==> src/rtl/sdc_pkg.sv <==
// Shared definitions for the SD card data-path sequencers: state encoding,
// error codes and block geometry.
`timescale 1ns/1ps
package sdc_pkg;

  typedef enum logic [2:0] {
    ST_IDLE     = 3'd0,
    ST_LAUNCH   = 3'd1,
    ST_SEND     = 3'd2,
    ST_BSY_RISE = 3'd3,
    ST_BSY_FALL = 3'd4,
    ST_GAP      = 3'd5,
    ST_FIN      = 3'd6
  } wr_state_e;

  typedef enum logic [1:0] {
    ERR_NONE     = 2'd0,
    ERR_BUSY_TO  = 2'd1,
    ERR_WORD_CNT = 2'd2,
    ERR_NO_BUSY  = 2'd3
  } wr_err_e;

  localparam int WORDS_PER_BLK = 64;
  // Cycles the card gets to raise DAT0 busy after the block's last bit.
  localparam int BSY_RISE_CLKS = 4;

endpackage

==> src/rtl/sdc_wr_blk_seq_counter_seq.sv <==
// Small window counter: clears on clr, counts while en until it reaches last,
// then holds and flags hit.
`timescale 1ns/1ps
module counter_seq #(
  parameter int W = 4
) (
  input  logic         sd_clk,
  input  logic         reset,
  input  logic         clr,
  input  logic         en,
  input  logic [W-1:0] last,
  output logic         hit
);

  logic [W-1:0] cnt;

  // NOTE: sequential state is assigned with <= so every flop samples pre-edge values.
  always_ff @(posedge sd_clk) begin
    if (reset || clr) begin
      cnt <= '0;
    end else if (en && !hit) begin
      cnt <= cnt + 1'b1;
    end
  end

  assign hit = (cnt == last);

endmodule

==> src/rtl/sdc_wr_blk_seq.sv <==
// Multi-block write sequencer: launches the 1-bit sender once per 512-byte
// block, walks the memory word address and waits out DAT0 write-busy.
`timescale 1ns/1ps
module sdc_wr_blk_seq
  import sdc_pkg::*;
#(
  parameter int              GAP_CLKS = 8,
  parameter int              TO_W     = 24,
  parameter logic [TO_W-1:0] BUSY_TO  = 24'hFF_FFFF
) (
  input  logic        sd_clk,
  input  logic        reset,
  input  logic        wr_req_strb,
  input  logic [15:0] num_blks,
  input  logic [15:0] base_addr,
  input  logic        abort_strb,
  output logic        strt_snd_data_strb,
  input  logic        new_dat_strb,
  input  logic        dat_tf_done,
  input  logic        wr_busy,
  output logic [15:0] sm_rd_addr,
  output logic        seq_busy,
  output logic [15:0] blks_done,
  output logic        wr_done_strb,
  output logic        wr_err_strb,
  output logic [1:0]  err_code
);

  localparam int WIN_MAX = (GAP_CLKS > BSY_RISE_CLKS) ? GAP_CLKS : BSY_RISE_CLKS;
  localparam int WIN_W   = $clog2(WIN_MAX) + 1;
  localparam logic [WIN_W-1:0] GAP_LAST  = WIN_W'(GAP_CLKS - 1);
  localparam logic [WIN_W-1:0] RISE_LAST = WIN_W'(BSY_RISE_CLKS - 1);
  localparam logic [TO_W-1:0]  TO_LAST   = BUSY_TO - TO_W'(1);
  localparam logic [7:0]       WORD_LAST = 8'(WORDS_PER_BLK - 1);

  wr_state_e        state, state_nxt;
  logic [15:0]      num_eff;
  logic [7:0]       word_cnt;
  logic [7:0]       word_cnt_eff;
  logic             word_ok;
  logic [1:0]       addr_inc;
  logic [TO_W-1:0]  to_cnt;
  logic             to_hit;
  logic             abort_lat;
  logic             last_blk;
  logic             win_clr;
  logic             win_hit;
  logic [WIN_W-1:0] win_last;

  // A strobe arriving with dat_tf_done is counted before the word check.
  assign word_cnt_eff = word_cnt + {7'd0, new_dat_strb};
  assign word_ok      = (word_cnt_eff == WORD_LAST);
  assign addr_inc     = {1'b0, new_dat_strb} + {1'b0, dat_tf_done && word_ok};
  assign to_hit       = (to_cnt == TO_LAST);
  assign last_blk     = (({1'b0, blks_done} + 17'd1) == {1'b0, num_eff});

  // One counter serves both the busy-rise window and the inter-block gap.
  assign win_clr  = (state != ST_GAP) && (state != ST_BSY_RISE);
  assign win_last = (state == ST_GAP) ? GAP_LAST : RISE_LAST;

  counter_seq #(.W(WIN_W)) u_win_cnt (
    .sd_clk (sd_clk),
    .reset  (reset),
    .clr    (win_clr),
    .en     (!win_clr),
    .last   (win_last),
    .hit    (win_hit)
  );

  always_ff @(posedge sd_clk) begin
    if (reset) state <= ST_IDLE;
    else       state <= state_nxt;
  end

  // NOTE: state_nxt gets a default first so no path through the case infers a latch.
  always_comb begin
    state_nxt = state;
    case (state)
      ST_IDLE:     if (wr_req_strb) state_nxt = ST_LAUNCH;
      ST_LAUNCH:   state_nxt = ST_SEND;
      ST_SEND:     if (dat_tf_done) state_nxt = word_ok ? ST_BSY_RISE : ST_FIN;
      ST_BSY_RISE: begin
        if (wr_busy)      state_nxt = ST_BSY_FALL;
        else if (win_hit) state_nxt = ST_FIN;
      end
      ST_BSY_FALL: begin
        if (!wr_busy)    state_nxt = (last_blk || abort_lat) ? ST_FIN : ST_GAP;
        else if (to_hit) state_nxt = ST_FIN;
      end
      ST_GAP:      if (win_hit) state_nxt = ST_LAUNCH;
      ST_FIN:      state_nxt = ST_IDLE;
      default:     state_nxt = ST_IDLE;
    endcase
  end

  always_ff @(posedge sd_clk) begin
    if (reset || state != ST_BSY_FALL) begin
      to_cnt <= '0;
    end else if (!to_hit) begin
      to_cnt <= to_cnt + 1'b1;
    end
  end

  always_ff @(posedge sd_clk) begin
    if (reset) begin
      strt_snd_data_strb <= 1'b0;
      sm_rd_addr         <= '0;
      seq_busy           <= 1'b0;
      blks_done          <= '0;
      wr_done_strb       <= 1'b0;
      wr_err_strb        <= 1'b0;
      err_code           <= ERR_NONE;
      num_eff            <= 16'd1;
      word_cnt           <= '0;
      abort_lat          <= 1'b0;
    end else begin
      strt_snd_data_strb <= (state == ST_LAUNCH);
      wr_done_strb       <= 1'b0;
      wr_err_strb        <= 1'b0;
      if (state != ST_IDLE && abort_strb) abort_lat <= 1'b1;

      case (state)
        ST_IDLE: begin
          abort_lat <= 1'b0;
          if (wr_req_strb) begin
            num_eff    <= (num_blks == 16'd0) ? 16'd1 : num_blks;
            sm_rd_addr <= base_addr;
            blks_done  <= '0;
            err_code   <= ERR_NONE;
            seq_busy   <= 1'b1;
          end
        end
        ST_LAUNCH: word_cnt <= '0;
        ST_SEND: begin
          sm_rd_addr <= sm_rd_addr + {14'd0, addr_inc};
          word_cnt   <= word_cnt_eff;
          if (dat_tf_done && !word_ok) err_code <= ERR_WORD_CNT;
        end
        ST_BSY_RISE: if (!wr_busy && win_hit) err_code <= ERR_NO_BUSY;
        ST_BSY_FALL: begin
          if (!wr_busy)    blks_done <= blks_done + 16'd1;
          else if (to_hit) err_code  <= ERR_BUSY_TO;
        end
        ST_FIN: begin
          seq_busy  <= 1'b0;
          abort_lat <= 1'b0;
          if (err_code == ERR_NONE && !abort_lat) wr_done_strb <= 1'b1;
          else                                    wr_err_strb  <= 1'b1;
        end
        default: ;
      endcase
    end
  end

endmodule

==> config.mk <==
export PLATFORM = sky130hd
export DESIGN_NAME = sdc_wr_blk_seq
export DESIGN_NICKNAME = d
export VERILOG_FILES = /design/src/rtl/sdc_pkg.sv /design/src/rtl/sdc_wr_blk_seq_counter_seq.sv /design/src/rtl/sdc_wr_blk_seq.sv
export SDC_FILE = /design/constraint.sdc
export NUM_CORES = 1
export LEC_CHECK = 0
export BUFFER_PORTS_ARGS = -buffer_cell sky130_fd_sc_hd__buf_2
export CAP_MARGIN = 20
export CORE_UTILIZATION = 55
export CTS_BUF_LIST = sky130_fd_sc_hd__clkbuf_4 sky130_fd_sc_hd__clkbuf_8 sky130_fd_sc_hd__clkbuf_16
export CTS_CLUSTER_SIZE = 40
export DETAILED_ROUTE_END_ITERATION = 10
export PLACE_DENSITY = 0.73
export SYNTH_ARGS = -nofsm -noshare
export SYNTH_HDL_FRONTEND = slang
export SYNTH_HIERARCHICAL = 1
export SYNTH_SLANG_ARGS = --single-unit
==> constraint.sdc <==
create_clock -name sd_clk -period 4.8 [get_ports sd_clk]
set_clock_uncertainty 0.1 [all_clocks]
set_input_delay 0.96 -clock sd_clk [delete_from_list [all_inputs] [get_ports sd_clk]]
set_output_delay 0.96 -clock sd_clk [all_outputs]
set_load 0.02 [all_outputs]
# == Yosys cells after proc, flatten, opt, wreduce, memory -nomap -nowiden ==
# Index checks and enable logic that the tools add are counted.
# classes
add_sub_neg,7
n_eq_ne,23
mux,28
n_bitwise,1
reduce_logical,32
# op_table
op,count
$mux W16,4
$pmux W16 S2,2
$mux W3,9
$add A24 B1 Y24 const B,1
$eq A24 B24 Y1 const B,1
$pmux W3 S6,1
$add A16 B1 Y17 const B,1
$eq A17 B16 Y1,1
$add A16 B1 Y16 const B,1
$add A16 B2 Y16,1
$logic_not A16 Y1,1
$pmux W8 S2,1
$ne A2 B2 Y1 const B,7
$mux W2,6
$eq A3 B3 Y1 const B,3
$ne A3 B3 Y1 const B,3
$add A8 B1 Y8,1
$eq A8 B6 Y1 const B,1
$pmux W2 S4,1
$reduce_bool A2 Y1,4
$logic_and A1 B1 Y1,7
$eq A3 B2 Y1 const B,2
$ne A3 B2 Y1 const B,2
$reduce_and A2 Y1,3
19 further kinds,27
# totals
reg_bits,94
inputBits,39
out_inout_bits,38
wordCells,104

# == Depth between registers and ports, before layout ==
# Gate-level depths: netlist of the first run.
# logic_depth
word_depth,6
depth_mapped,14
mapped_depth_nobuf,14

# == By module ==
# The synthesis of the first run kept the hierarchy.
# by_module_without_submodules
mod,instances,cells_per_inst,area_per_inst_um2
sdc_wr_blk_seq,1,667,5096.1
counter_seq,1,26,246.5

# == Worst setup path before layout of the first run ==
# No wires, ideal clock.
# synth_timing
path_kind,in2reg
from,input port new_dat_strb
to,register sm_rd_addr[7]
setup_ps,136
arrival_time_ps,3615
t_required_ps,4564
slack_ps,949
stages,13
n_path_buf,1
cell_sequence,ha_1 -> ha_1 -> nand3_1 -> or3_1 -> and3_1 -> and3_1 -> fa_1 -> and3_1 -> and3_1 -> and2_0 -> clkbuf_1 -> a311oi_1 -> a2111oi_0
# synth_via
elab_chain_cells,6
# synth_lines
item,line,source
start: declaration,sdc_wr_blk_seq.sv:18,"input logic new_dat_strb,"
$add A8 B1 Y8,sdc_wr_blk_seq.sv:51,"assign word_cnt_eff = word_cnt + {7'd0, new_dat_strb};"
$eq A8 B6 Y1,sdc_wr_blk_seq.sv:52,assign word_ok = (word_cnt_eff == WORD_LAST);
$logic_and A1 B1 Y1,sdc_wr_blk_seq.sv:53,"assign addr_inc = {1'b0, new_dat_strb} + {1'b0, dat_tf_done && word_ok};"
$add A1 B1 Y2 *,sdc_wr_blk_seq.sv:53,
$add A16 B2 Y16 *,sdc_wr_blk_seq.sv:135,"sm_rd_addr <= sm_rd_addr + {14'd0, addr_inc};"
$pmux W16 S2 *,sdc_wr_blk_seq.sv:122,case (state)
end signal: assignment,sdc_wr_blk_seq.sv:127,sm_rd_addr <= base_addr;
end signal: assignment,sdc_wr_blk_seq.sv:135,
end: declaration,sdc_wr_blk_seq.sv:21,"output logic [15:0] sm_rd_addr,"
# Every way passes the cells marked *; elsewhere a longest branch is shown, timed or not.
# A chain may end at the register's enable or synchronous reset.

# == Worst setup path after layout of the first run ==
# layout_timing
from,input port new_dat_strb
to,register sm_rd_addr[8]
# The elaborated chain is that of the path after synthesis.

==> results of run 1 <==
cell usage in the layout (no fill, tap or decap), types with 3 or more instances in the layout:
cell type / n
a2111oi_0: 4
a211oi_1: 7
a21oi_1: 62
a22oi_1: 8
a2bb2oi_1: 3
a311oi_1: 7
a31oi_1: 12
a41oi_1: 4
and2_1: 3
and3_1: 17
and4_1: 6
buf_2: 76
clkbuf_8: 9
conb_1: 3
dfxtp_1: 94
ha_1: 7
inv_1: 15
nand2_1: 87
nand2b_1: 6
nand3_1: 20
nand4_1: 15
nand4b_1: 4
nor2_1: 71
nor2b_1: 3
nor3_1: 20
nor4_1: 17
o211ai_1: 5
o21ai_0: 47
o31ai_1: 3
or3_1: 13
xnor2_1: 26
xor2_1: 17
cell type report:
class                           instances  area (sq um)
Sequential cell                        94          1880
Tap cell                              129           161
Clock inverter                          7          95.1
Inverter                               16          60.1
Fill cell                             888          3380
Multi-Input combinational cell        539          3210
Clock buffer                            9           124
Timing Repair Buffer                   80           415
cells by family after synthesis:
| family | after synthesis |
|---|---|
| xor+xnor | 44 |
| flops | 94 |
| fa+ha+maj | 8 |
| simple gates | 303 |
| mux | 2 |
| buf+inv | 61 |
| other cells | 2 |
| compound gates | 179 |
synth_stat cells, types with 2 or more instances:
cell and n:
or4_1 2, nand4b_1 4, nor2b_1 3, and3_1 17
o31ai_1 3, mux2i_1 2, or2_2 2, nand3_1 20
ha_1 7, a211oi_1 7, a31oi_1 12, nor4_1 17
nor3_1 20, a2bb2oi_1 3, a41oi_1 4, nand4_1 15
xnor2_1 26, a21o_1 2, inv_1 15, and4_1 6
and2_1 3, or3_1 13, dfxtp_1 94, o22ai_1 2
a311oi_1 7, o21ai_0 47, a22oi_1 8, a2111oi_0 4
xor2_1 17, a221oi_1 2, nand3b_1 2, buf_4 3
clkbuf_1 32, a21oi_1 62, buf_2 8, or4_2 2
conb_1 2, nand2b_1 6, o211ai_1 5, nand2_1 87
nor2_1 72
registers in the layout, indices dropped and copies added, names as in the netlist:
signal	count
u_win_cnt/cnt	4
wr_done_strb	1
wr_err_strb	1
word_cnt	8
state	3
to_cnt	24
err_code	2
num_eff	16
sm_rd_addr	16
strt_snd_data_strb	1
seq_busy	1
blks_done	16
abort_lat	1
power by group through the flow:
stage | Combinational [W] | Sequential (W) | Clock [W]
global placement | 0.000724 | 0.00104 | 0
floorplan | 0.000543 | 0.00103 | 0
finish | 0.000755 | 0.00103 | 0.000586
global route | 0.000841 | 0.00106 | 0.000630
detailed placement | 0.000739 | 0.00105 | 0
CTS | 0.000742 | 0.00103 | 0.000595
stage by stage:
step	util [%]	hold slack [ns]	power (W)	worst slack (ns)	cell area, sq um
floorplan	-	0.348	0.00157	0.949	5350
global placement	61.2	0.359	0.00177	0.497	5710
detailed placement	61.2	0.363	0.00179	0.386	5710
CTS	63.5	0.376	0.00237	0.764	5930
global route	63.7	0.399	0.00253	0.419	5950
finish	63.7	0.372	0.00237	0.726	5950
worst paths after layout:
kind | endpoint | slack [ns] | depth (start not counted)
max | sm_rd_addr[8] | 0.73 | 13
min | num_eff[13] | 0.37 | 2
max reg2reg | sm_rd_addr[8] | 1.14 | 12
min reg2reg | num_eff[13] | 0.37 | 2
critical path: stages:
cell and delay (ns):
buf_2 0.12, ha_1 0.23, ha_1 0.31, nand4b_1 0.09
nor4_1 0.35, and3_1 0.22, and3_1 0.18, fa_1 0.19
ha_1 0.20, nand4_1 0.18, nor3_1 0.66, a211oi_1 0.18
a2111oi_0 0.37
layer usage:
metal | part of all wire (%) | wire length (um)
met5 | 0 | 0
met3 | 6.0 | 783
met4 | 1.4 | 182
met2 | 47 | 6140
met1 | 46 | 6010
==> results.txt, run 1 <==
TNS Setup - 0 ns
Post-synth EDFFs - 0
Int Power - 0.00146 W
Compound-gate portion of the synthesized area - 21.0%
CP arrival - 4.24 ns
DR vias/cell - 6.00
Largest net degree at the start of global routing - 64
Final hold vios - 0
Core ar. - 0.00933 sq mm
Slew headroom - 36.1%
Crit Path Max Fanout - 8
CTS Sinks - 94
Worst hold start - num_eff[13]
Seq/Total Area, Yosys - 35.2%
Row count - 35
Max-Cap Viols - 0
Library cells used by synthesis - 69
# DRC - 0
Wirelength per Cell - 15.0 um
Largest family of logic cells by synthesized area - simple AND/OR/NAND/NOR gates
Placed Cells - 856
Post-CTS setup buffer count - 0
Mux cell area share after synthesis - 0.375%
TritonCTS buffer count - 9
Seq pwr share - 43.5%
Switching portion of total power - 38.6%
# IOs - 77
Final min period - 4.07 ns
Die area - 0.0101 sq mm
Synth Cell Area - 0.00534 sq mm
Total wire length - 13100 um
Area leader, netlist - dfxtp_1
Setup CP Type - in -> reg
Overall Global Routing Usage - 26.3%
RSZ-0062 raised after global routing - false
#FFs+latches synth - 94
NetSw - 0.000917 W
1st-iter DRT viols - 293
Fin crit share - 84.9%
TritonCTS clock tree - built
GRT met3 Usage - 4.23%
Busiest grt layer - met2
Syn avg cell area - 7.71 sq um
Clock Power Share - 24.7%
Final HPWL DP - 9170 um
Fin nets - 787
Synthesis warning total - 6
Met2 Resource Use GR - 42.7%
Peak VDD IR - 319 uV
# hold bufs at CTS - 0
Fmax - 245 MHz
Dominant register cell in the synthesized netlist - dfxtp_1
LEAKAGE - 2.19 nW
FF-to-FF Start - word_cnt[0]
Most area-consuming cells after synthesis - dfxtp_1 35%, nand2_1 6.1%, a21oi_1 5.8%, nor2_1 5.1%, o21ai_0 4.4%
Status - finished clean
CTS H-tree depth - 3
Worst setup startpoint - new_dat_strb
Combinational fraction of design power - 31.8%
Synth-to-layout area growth - 11.3%
Global-route congestion overflow total - 0
Global-route wire length before repair - 21700 um
Share of post-route cells with drive strength above 1 - 15.2%
Startpoint types - input port
Initial antenna violation count - 0
Worst Hold Class - reg -> reg
Synth Area in Adders - 2.01%
Final setup fails - 0
Async SR Flop Fraction - 0%
Via count - 5247
Worst-path clk slew - 0.11 ns
Power Density - 399 mW/mm^2
Maximum clock path buffer count - 2
Worst Tran Pin Value - 0.957 ns
Share of the synthesized area in the top cell type - 35.2%
DRT Pass-1 Iters - 5
# diodes - 0
Port bufs - 76
Post-Synth Simple-Gate Area - 29.0%
Worst EP required - 4.97 ns
Post-Synth XOR/XNOR Area - 7.35%
Syn Inst Count - 693
Pins Over Slew Limit - 0
Vias in the first global route - 4673
Initial core utilization - 57.3%
GPL Wtd Cong - 0.876
Final non-filler cell total - 874
Antenna viol nets, final - 0
Worst setup EP type - register
Die Ht - 101 um
Later-pin clock latency in the skew report - 0.37 ns
Resize count post-CTS - 0
Met1 Resource Use GR - 36.1%
Die width - 101 um
Root Driver - clkbuf_8
Power figures use the tool's default switching activity.
==> run 2: changes to the inputs <==
- clock period: 4.8 -> 4 ns (I/O delays scaled with it)
==> run 2 against run 1 <==
Net effect:
- utilization grew 0.38 points
- via count shrank 0.38%
- critical path depth is the same
- sequential cell count is the same
- sequential power grew 16%
- clock power grew 14%
- critical endpoint is now sm_rd_addr[7]
- highest routed layer unchanged
==> results.txt, run 2 (synthesis results as in run 1) <==
Reg area - 0.00188 sq mm (unchanged)
Final HPWL DP - 9200 um (+0.39%)
CTS H-tree depth - 3 (unchanged)
Worst setup EP type - register
Crit-path slowest cell - or3_1
Hold Crit Depth - 2 (unchanged)
1st-iter DRT viols - 359 (+23%)
Later-pin clock latency in the skew report - 0.36 ns (about the same)
Global-route wire length before repair - 22100 um (+1.6%)
# DRC - 0 (unchanged)
FF-to-FF Start - word_cnt[0]
Final setup fails - 0 (unchanged)
Core ar. - 0.00933 sq mm (unchanged)
Global-route congestion overflow total - 0 (unchanged)
Max-Cap Viols - 0 (unchanged)
Tot Pwr - 0.00283 W (+19%)
Total wire length - 13100 um (-0.25%)
Initial core utilization - 57.3% (unchanged)
Peak VDD IR - 360 uV (+13%)
# IOs - 77 (unchanged)
Root Driver - clkbuf_8
Initial antenna violation count - 0 (unchanged)
CP arrival - 3.79 ns (-0.45 ns)
Wirelength per Cell - 14.9 um (-0.93%)
Resize count post-CTS - 0 (unchanged)
Commonest non-fill, non-tap cell in the layout - dfxtp_1
Worst Hold Class - reg -> reg
Worst r2r path cells - 12 (unchanged)
Slew headroom - 41.4% (+5.3 points)
Maximum clock path buffer count - 2 (unchanged)
# hold bufs at CTS - 0 (unchanged)
Critical path, cell by cell - buf_2, ha_1, ha_1, nand3_1, or3_1, and3_1, and3_1, fa_1, and3_1, and3_1, and2_0, a311oi_1, a2111oi_0
Largest net degree at the start of global routing - 64 (unchanged)
Final hold vios - 0 (unchanged)
Worst EP required - 4.12 ns (-0.85 ns)
Overall Global Routing Usage - 26.8% (+0.54 points)
Antenna viol nets, final - 0 (unchanged)
Fillers - 844 (-5.0%)
Port bufs - 76 (unchanged)
CTS Sinks - 94 (unchanged)
RSZ-0062 raised after global routing - false
Share of post-route cells with drive strength above 1 - 15.8% (+0.68 points)
Die area - 0.0101 sq mm (unchanged)
Reg-to-Reg End - sm_rd_addr[7]
Worst Tran Pin Value - 0.877 ns (-0.0797 ns)
Reg with most FFs - to_cnt
DRT Pass-1 Iters - 5 (unchanged)
Die width - 101 um (unchanged)
Pins Over Slew Limit - 0 (unchanged)
Number of cells on the critical path - 13 (unchanged)
Worst hold start - num_eff[13]
Final min period - 3.67 ns
# diodes - 0 (unchanged)
Crit Path Max Fanout - 8 (unchanged)
Startpoint types - input port
Fin nets - 793 (+0.76%)
Fmax - 273 MHz
Final setup margin - 0.333 ns (-0.392 ns)
Worst-path clk slew - 0.10 ns (about the same)
Vias in the first global route - 4775 (+2.2%)
Area of the multi-input gates - 0.00321 sq mm (unchanged)
Min-Delay Endpoint - num_eff[13]
Max reg flops - 24 (unchanged)
Die Ht - 101 um (unchanged)
Via count - 5227 (-0.38%)
Post-place setup slack - -0.0495 ns (-0.436 ns)
Post-CTS setup buffer count - 0 (unchanged)
Crit-path most repeated cell - and3_1
Row count - 35 (unchanged)
LEAKAGE - 2.22 nW (+1.2%)
TritonCTS buffer count - 9 (unchanged)
Power Density - 473 mW/mm^2 (+19%)
GPL Wtd Cong - 0.908 (+3.7%)
Fin crit share - 91.7%
Synth-to-layout area growth - 11.9%
R2R Setup Slk - 0.51 ns (-0.63 ns)
Worst path max stage delay - 0.41 ns (-0.25 ns)
Status - finished clean
DR vias/cell - 5.94 (-1.1%)
Most frequent cells in the layout - 94 x dfxtp_1, 87 x nand2_1, 76 x buf_2
Setup CP Type - in -> reg
Crit path max-delay family - simple AND/OR/NAND/NOR gates
TNS Setup - 0 ns (unchanged)
CP Buf/Inv Count - 1 (unchanged)
TritonCTS clock tree - built
-- run 2: through the flow --
stage          hold slack [ns]  instances  utilization (%)  area [sq um]
2_1_floorplan            0.348        694                -          5350
3_5_place_dp             0.365        864             61.8          5770
5_1_grt                  0.399        880             64.1          5980
3_3_place_gp             0.360        864             61.8          5770
6_report                 0.380        880             64.1          5980
4_1_cts                  0.378        880             64.1          5980
-- run 2: cell type report --
type                    count  share of cell area [%]
clock inverters             4                   0.921
multi-input cells         539                    53.6
repair buffers             86                    7.62
inverters                  16                    1.00
well taps                 129                    2.70
clock buffers              12                    2.66
flip-flops and latches     94                    31.5
-- run 2: worst register-to-register path: cells and delay by family (launching register included) --
kind / cells / cell delay, ns
compound gates: 2 / 0.39
simple gates: 7 / 1.61
fa+ha+maj: 3 / 0.87
flops: 1 / 0.37
-- run 2: layer usage --
layer	part of all wire, %	vias up	GRT usage (%)
met1	46	2443	36.5
met4	2.2	0	10.4
met3	5.2	27	3.40
met5	0	-	0
met2	47	154	43.2
li1	-	2603	-
-- run 2: how the worst max path moves through the flow --
stage                 start        endpoint  slack, ns
2_1_floorplan  new_dat_strb   sm_rd_addr[7]       0.31
3_3_place_gp   new_dat_strb  sm_rd_addr[15]       0.08
3_5_place_dp   new_dat_strb   sm_rd_addr[7]      -0.05
4_1_cts        new_dat_strb  sm_rd_addr[15]       0.36
5_1_grt        new_dat_strb  sm_rd_addr[12]       0.11
6_report       new_dat_strb   sm_rd_addr[7]       0.33
-- run 2: power by group --
group / internal, W / switching, W / total (W)
clock: 0.000333 / 0.000337 / 0.000670
sequential: 0.00105 / 0.000140 / 0.00119
combinational: 0.000350 / 0.000618 / 0.000968
==> run 3: changes to the inputs <==
- MAX_ROUTING_LAYER: not set -> met4
- RECOVER_POWER: not set -> 100
==> run 3 against run 2 <==
Net effect:
- utilization decreased by 0.72 points
- setup slack got worse by 0.0088 ns
- first-iteration DRC count fell by 40%
- die area stayed put
- sequential power about the same
- routed wire length increased by 0.47%
- power grew 0.55%
- register-to-register slack is essentially flat
- critical path depth increased by 1
- sequential share of layout area grew 0.36 points
- critical endpoint is now sm_rd_addr[15]
- largest power group unchanged
==> results.txt, run 3 (synthesis results as in run 1) <==
LEAKAGE - 2.06 nW (-7.4%)
FF-to-FF Start - state[1]
Final min period - 3.68 ns (+0.00883 ns)
Maximum clock path buffer count - 2 (unchanged)
1st-iter DRT viols - 216 (-40%)
Fillers - 864 (+2.4%)
Tot Pwr - 0.00285 W (+0.55%)
Fin nets - 793 (unchanged)
Crit-path most repeated cell - and3_1
CTS H-tree depth - 3 (unchanged)
Final hold vios - 0 (unchanged)
Die width - 101 um (unchanged)
Worst hold start - num_eff[1]
Final hold slack - 0.374 ns (-0.00537 ns)
TritonCTS buffer count - 9 (unchanged)
CP Buf/Inv Count - 1 (unchanged)
RSZ-0062 raised after global routing - false
Commonest non-fill, non-tap cell in the layout - dfxtp_1
Antenna viol nets, final - 0 (unchanged)
Largest net degree at the start of global routing - 64 (unchanged)
Crit Path Max Fanout - 8 (unchanged)
TNS Setup - 0 ns (unchanged)
Die area - 0.0101 sq mm (unchanged)
Total wire length - 13200 um (+0.47%)
Root Driver - clkbuf_8
Setup CP Type - in -> reg
Post-CTS setup buffer count - 0 (unchanged)
# DRC - 0 (unchanged)
Resize count post-CTS - 0 (unchanged)
Die Ht - 101 um (unchanged)
Final Util - 63.4% (-0.72 points)
Min-Delay Endpoint - num_eff[1]
Status - finished clean
Final setup fails - 0 (unchanged)
DR vias/cell - 6.02 (+1.4%)
Startpoint types - input port
DRT Pass-1 Iters - 5 (unchanged)
Worst r2r path cells - 7 (-5)
Synth-to-layout area growth - 10.7%
Worst path max stage delay - 0.41 ns (about the same)
# IOs - 77 (unchanged)
Share of post-route cells with drive strength above 1 - 10.3% (-5.6 points)
Slew headroom - 30.8% (-11 points)
Overall Global Routing Usage - 27.0% (+0.18 points)
CP arrival - 3.80 ns (about the same)
Worst EP required - 4.13 ns (about the same)
# diodes - 0 (unchanged)
Via count - 5292 (+1.2%)
Hold Crit Depth - 2 (unchanged)
Row count - 35 (unchanged)
Vias in the first global route - 4647 (-2.7%)
TritonCTS clock tree - built
CTS Sinks - 94 (unchanged)
Peak VDD IR - 369 uV (+2.5%)
Initial antenna violation count - 0 (unchanged)
Wirelength per Cell - 15.0 um (+0.59%)
Worst Hold Class - reg -> reg
Reg-to-Reg End - blks_done[13]
Pins Over Slew Limit - 0 (unchanged)
Fmax - 272 MHz (-0.24%)
Port bufs - 76 (unchanged)
Worst Tran Pin Value - 1.04 ns (+0.161 ns)
Critical path, cell by cell - buf_2, ha_1, ha_1, nand3_1, or3_1, and3_1, and3_1, fa_1, and3_1, and3_1, and2_0, nand3_1, a2bb2oi_1, a21oi_1
Worst-path clk slew - 0.10 ns (about the same)
Global-route congestion overflow total - 0 (unchanged)
Global-route wire length before repair - 21600 um (-2.2%)
Most frequent cells in the layout - 94 x dfxtp_1, 87 x nand2_1, 71 x nor2_1
Reg with most FFs - to_cnt
Core ar. - 0.00933 sq mm (unchanged)
Crit-path slowest cell - or3_1
Fin crit share - 91.9% (+0.22 points)
Worst setup EP type - register
Power Density - 481 mW/mm^2 (+1.7%)
Initial core utilization - 57.3% (unchanged)
Crit path max-delay family - simple AND/OR/NAND/NOR gates
# hold bufs at CTS - 0 (unchanged)
R2R Setup Slk - 0.51 ns (about the same)
Max-Cap Viols - 0 (unchanged)
GPL Wtd Cong - 0.904 (-0.44%)
Max reg flops - 24 (unchanged)
Later-pin clock latency in the skew report - 0.36 ns (about the same)
Final HPWL DP - 9280 um (+0.89%)
run 3: cell types whose count changed in the layout (fill, tap and decap cells not counted), sizes merged:
cell / delta
inv: +1
clkbuf: +38
bufinv: +1
clkinvlp: -1
buf: -40
run 3: per-layer routing:
metal	vias to the layer above	share of wire [%]	wire length, um	track usage, %
met5	-	0	0	-
met4	0	1.4	182	8.03
met3	20	6.3	825	4.02
met2	196	46	6110	41.5
met1	2461	46	6040	36.7
li1	2615	-	-	-
run 3: area by class of cell:
class / instances / area [sq um] / share of cell area [%]
Inverter: 16 / 60.1 / 1.02
Tap cell: 129 / 161 / 2.73
Sequential cell: 94 / 1880 / 31.8
Multi-Input combinational cell: 539 / 3190 / 53.9
Clock inverter: 5 / 82.6 / 1.40
Clock buffer: 10 / 138 / 2.33
Timing Repair Buffer: 86 / 400 / 6.77
run 3: worst max-delay path by stage:
stage / from / end / depth (start not counted)
6_report: new_dat_strb / sm_rd_addr[15] / 14
2_1_floorplan: new_dat_strb / sm_rd_addr[7] / 13
3_3_place_gp: new_dat_strb / sm_rd_addr[15] / 14
3_5_place_dp: new_dat_strb / sm_rd_addr[15] / 14
5_1_grt: new_dat_strb / sm_rd_addr[8] / 14
4_1_cts: new_dat_strb / sm_rd_addr[7] / 12
run 3: where the power goes:
part / internal (W) / total (W) / switching (W)
Sequential: 0.00105 / 0.00119 / 0.000140
Clock: 0.000369 / 0.000716 / 0.000347
Combinational: 0.000323 / 0.000937 / 0.000614
Total: 0.00175 / 0.00285 / 0.00110
run 3: tightest hold or removal path, delay by kind of cell (launching register included):
family / cells / cell delay [ns]
AO/OA/AOI/OAI: 1 / 0.05
flip-flops: 1 / 0.33
AND/OR/NAND/NOR: 1 / 0.05
run 3: per-stage QoR:
step / setup WS, ns / std cells / cell area, sq um
after CTS: 0.361 / 879 / 5990
after global routing: 0.115 / 879 / 5910
final: 0.325 / 879 / 5910
after global placement: 0.0792 / 864 / 5770
after floorplan: 0.309 / 694 / 5350
after detailed placement: -0.0457 / 864 / 5770
